===== src/rtl/dct_row_feeder.sv =====
// dct_row_feeder: ping-pong row buffer that streams each row to the DCT array
// as a butterfly-ordered even (sum) pass followed by an odd (difference) pass.
module dct_row_feeder #(
    parameter int DATA_WIDTH     = 8,
    parameter int N              = 8,
    parameter int ROWS_PER_BLOCK = 8
) (
    input  logic                    clk,
    input  logic                    rst_n,
    input  logic [N*DATA_WIDTH-1:0] s_data,
    input  logic                    s_valid,
    output logic                    s_ready,
    output logic [DATA_WIDTH-1:0]   x,
    output logic                    sumDiffSel,
    output logic                    load,
    output logic                    x_valid,
    output logic                    block_done
);
    localparam int IW = $clog2(N);
    localparam int RW = ROWS_PER_BLOCK > 1 ? $clog2(ROWS_PER_BLOCK) : 1;
    localparam logic [IW-1:0] LAST = IW'(N - 1);
    localparam logic [RW-1:0] LAST_ROW = RW'(ROWS_PER_BLOCK - 1);

    typedef enum logic [1:0] {IDLE, EVEN, ODD} state_t;

    state_t state, state_n;
    logic [IW-1:0] idx, idx_n, sel;
    logic [1:0][N-1:0][DATA_WIDTH-1:0] mem;
    logic [1:0] full;
    logic wr_slot, rd_slot;
    logic [RW-1:0] row_cnt;
    logic acc, last, row_end;
    logic [DATA_WIDTH-1:0] x_n;
    logic sd_n, load_n, xv_n, bd_n;

    assign s_ready = ~(full[0] & full[1]);
    assign acc     = s_valid & s_ready;
    assign last    = idx == LAST;
    assign row_end = state == ODD && last;
    // Butterfly pairing: even idx walks up from s0, odd idx walks down from s[N-1].
    assign sel     = idx[0] ? LAST - (idx >> 1) : idx >> 1;

    always_ff @(posedge clk or negedge rst_n) begin
        if (!rst_n) begin
            state <= IDLE;
            idx   <= '0;
        end else begin
            state <= state_n;
            idx   <= idx_n;
        end
    end

    always_comb begin
        state_n = state;
        idx_n   = idx;
        case (state)
            IDLE: if (|full) begin
                state_n = EVEN;
                idx_n   = '0;
            end
            EVEN: begin
                state_n = last ? ODD : EVEN;
                idx_n   = last ? '0 : idx + 1'b1;
            end
            ODD: begin
                // Only a slot already flagged full can chain without a bubble.
                state_n = !last ? ODD : full[~rd_slot] ? EVEN : IDLE;
                idx_n   = last ? '0 : idx + 1'b1;
            end
            default: state_n = IDLE;
        endcase
    end

    always_comb begin
        xv_n   = state != IDLE;
        x_n    = xv_n ? mem[rd_slot][sel] : '0;
        sd_n   = state == EVEN;
        load_n = xv_n && idx == '0;
        bd_n   = row_end && row_cnt == LAST_ROW;
    end

    always_ff @(posedge clk or negedge rst_n) begin
        if (!rst_n) begin
            full       <= '0;
            wr_slot    <= 1'b0;
            rd_slot    <= 1'b0;
            row_cnt    <= '0;
            x          <= '0;
            sumDiffSel <= 1'b0;
            load       <= 1'b0;
            x_valid    <= 1'b0;
            block_done <= 1'b0;
        end else begin
            if (row_end) begin
                full[rd_slot] <= 1'b0;
                rd_slot       <= ~rd_slot;
                row_cnt       <= row_cnt == LAST_ROW ? '0 : row_cnt + 1'b1;
            end
            if (acc) begin
                full[wr_slot] <= 1'b1;
                wr_slot       <= ~wr_slot;
            end
            x          <= x_n;
            sumDiffSel <= sd_n;
            load       <= load_n;
            x_valid    <= xv_n;
            block_done <= bd_n;
        end
    end

    always_ff @(posedge clk) begin
        if (acc) mem[wr_slot] <= s_data;
    end
endmodule


===== config.mk =====
export PLATFORM = sky130hd
export DESIGN_NAME = dct_row_feeder
export DESIGN_NICKNAME = d
export VERILOG_FILES = /design/src/rtl/dct_row_feeder.sv
export SDC_FILE = /design/constraint.sdc
export NUM_CORES = 1
export LEC_CHECK = 0
export CORE_AREA = 2 2 84 127
export DETAILED_ROUTE_END_ITERATION = 10
export DIE_AREA = 0 0 86 129
export DONT_BUFFER_PORTS = 1
export PLACE_DENSITY = 0.74
export SYNTH_ARGS = -nofsm -noshare
export SYNTH_HDL_FRONTEND = slang
export SYNTH_SLANG_ARGS = --single-unit

===== constraint.sdc =====
create_clock -name clk -period 8 [get_ports clk]
set_input_delay 0.8 -clock clk [delete_from_list [all_inputs] [get_ports clk]]
set_output_delay 0.8 -clock clk [all_outputs]
set_load 0.01 [all_outputs]

==> metrics.cfg <==
[run_status]
run_status=complete, no violations

[pwr]
power_frac_seq_pct=47.5
power_mw=2.188
combPwrFrac_pct=19.0
internal-power_mw=1.593
power_density_nw_per_um2=335.0
irDropWorstVdd_mv=0.2459
p_sw_share_pct=27.20
p_switching_uw=595.3
p_leak_nw=2.352
clockPowerShare_pct=33.5

[cells_and_area]
nets=378
postLayoutCoreUtil_pct=65.55
ff_latch_area_um2=4446
diodes=0
drive_gt1_share_pct=21.02
multi_input_comb_area_um2=1336
fillers=642
area_growth_pct=11.20

[yosys]
syn-num-nets=367
synth-seq-cells=152
syn_avg_cell_area_um2=20.26
yosysSeqAreaShare_pct=75.65
synth.distinct_cells=29
synthCells=290
synth_area_um2=5874
yosys_warnings=0

[timing]
skew_ns=0.005882
drv_slew=0
rsz0062_at_grt=no
tns_ns=0
hold_viol_final=0
max_freq_mhz=390.0
slew_headroom_pct=41.45
post-route-min-period_ns=2.564
fin_crit_sh_pct=32.05
finalSetupViolCount=0
tightest_slew_ns=0.8782

[critical_path]
cp.arrival_ns=2.86
path_class=register to register
crit_end=x[2]
critPathRequiredTime_ns=8.30
worst_r2r_endpoint=x[2]
reg2reg_from=idx[0]
crit_fanout=14
r2r_cells=6
r2r_setup_slack_ns=5.44
worstSetupEndpointType=register
cp-start-kind=register
cp-startpoint=idx[0]

[cts]
clk_pin_slew_ns=0.06
cts_tree=yes
cts_buffers=17
clock_latency_ns=0.42
cts_resized=0
clock_path_buffers=2
cts_setup_buffers=0
cts-htree-levels=4
cts-hold-fix-buffers=0
root_buffer=clkbuf_16
clock-sinks=152

[grt]
globalRouteOverflowTotal=0
grt_usage_pct=20.02
antenna_found_initial=0
grt_pass1_wl_um=15840
grt_max_degree=66
grt_pass1_vias=2912

[place]
port_buffers=0
finalWeightedCongestion=0.7835
dp_hpwl_um=6394

[floorplan]
die_w_um=86
die_h_um=129
row_count=45
ioPinCount=80
initial_core_util_pct=58.95
core_area_um2=9966
dieArea_um2=11090

[route]
wire_per_inst_um=23.13
drt_iter0_drc=171
dr.pass1.iters=5
wl_um=9970
viasPerCell=6.241
vias=2690
ant_nets=0
remaining_drc_errors=0

[run]
cap_violations=0

[min_path]
hold_class=primary input to async pin

-- cell usage in the layout (no fill, tap or decap), drive strengths merged, types with 2 or more instances in the layout --
cell	n
a21o	2
a221o	7
a22o	9
a22oi	7
and3	9
buf	4
clkbuf	17
clkinv	6
clkinvlp	4
dfrtp	24
edfxtp	128
ha	10
inv	10
mux2	4
mux2i	16
mux4	25
nand2	6
nand3	3
nor2	4
nor3	2
nor3b	2
o21ai	7
xnor2	2
-- cells in the mapped netlist, drive strengths merged --
library cell	number	area, um^2
mux2i	16	160.2
xnor2	2	17.52
nor2b	1	6.260
a21o	2	15.01
mux4	25	563.0
clkbuf	4	15.01
buf	8	65.06
nor2	4	15.01
ha	10	125.1
nand3	3	15.01
a22oi	7	52.55
o31ai	1	7.510
inv	6	22.52
dfrtp	24	600.6
edfxtp	128	3844
mux2	4	45.04
a22o	9	78.83
nor3b	2	15.01
and3	9	56.30
nand4	1	6.260
nor3	2	10.01
a221o	7	70.07
a21oi	1	5.000
nand2	6	22.52
and2	1	6.260
o21ai	7	35.03
-- layout make-up --
class | instances | share of cell area, %
multi-input cells | 120 | 20.46
clock inverters | 15 | 1.934
well taps | 117 | 2.241
clock buffers | 17 | 6.512
repair buffers | 4 | 0.4597
flip-flops and latches | 152 | 68.05
inverters | 6 | 0.3448
-- power by group through the flow --
stage                     sequential, mW  clock (mW)  combinational [mW]
after global routing                1.05       0.778               0.456
after floorplan                     1.04           0               0.331
final                               1.04       0.732               0.416
after global placement              1.05           0               0.402
after detailed placement            1.06           0               0.416
after CTS                           1.04       0.745               0.418
-- registers in the layout, summed over array words and instances (netlist names), 2 cells and up --
name / cells
full: 2
idx: 3
mem: 128
row_cnt: 3
state: 2
x: 8
-- worst min path at each step --
stage / slack [ns] / depth (start not counted) / startpoint / to
2_1_floorplan: 0.48 / 1 / wr_slot / wr_slot
3_3_place_gp: 0.49 / 1 / row_cnt[1] / row_cnt[1]
3_5_place_dp: 0.50 / 0 / rst_n / wr_slot
4_1_cts: 0.06 / 0 / rst_n / x_valid
5_1_grt: 0.05 / 0 / rst_n / x_valid
6_report: 0.07 / 0 / rst_n / x_valid
-- layer usage --
| layer | vias up | wire length (um) | part of all wire [%] | global-route usage, % |
|---|---|---|---|---|
| li1 | 1209 | - | - | - |
| met1 | 1361 | 3752 | 38 | 23.74 |
| met2 | 98 | 5241 | 53 | 32.19 |
| met3 | 22 | 723 | 7.3 | 7.890 |
| met4 | 0 | 252 | 2.5 | 9.337 |
| met5 | - | 0 | 0 | 0 |
-- per-stage QoR --
| step | worst slack (ns) | instances | cell area (um^2) | hold slack [ns] |
|---|---|---|---|---|
| 2_1_floorplan | 3.952 | 290 | 5874 | 0.4761 |
| 3_3_place_gp | 5.621 | 399 | 5981 | 0.4912 |
| 3_5_place_dp | 5.499 | 399 | 5981 | 0.5049 |
| 4_1_cts | 5.471 | 431 | 6533 | 0.05849 |
| 5_1_grt | 5.309 | 431 | 6533 | 0.05136 |
| 6_report | 5.436 | 431 | 6533 | 0.07388 |
-- worst max-delay path: stages, from the launching register on --
cell	delay, ns
dfrtp_1	0.43
inv_1	0.08
ha_1	0.58
nor2b_1	0.52
a22oi_1	0.20
a22o_1	0.28
a221o_1	0.35
-- cells by family after synthesis --
| kind of cell | count (synthesis) | share of synthesized area, % |
|---|---|---|
| adder cells (fa/ha/maj) | 10 | 2.130 |
| AND/OR/NAND/NOR | 29 | 2.598 |
| multiplexers | 45 | 13.08 |
| buffers and inverters | 18 | 1.746 |
| AO/OA/AOI/OAI | 34 | 4.494 |
| flip-flops | 152 | 75.66 |
| XOR/XNOR | 2 | 0.2982 |
Power figures use the tool's default switching activity.
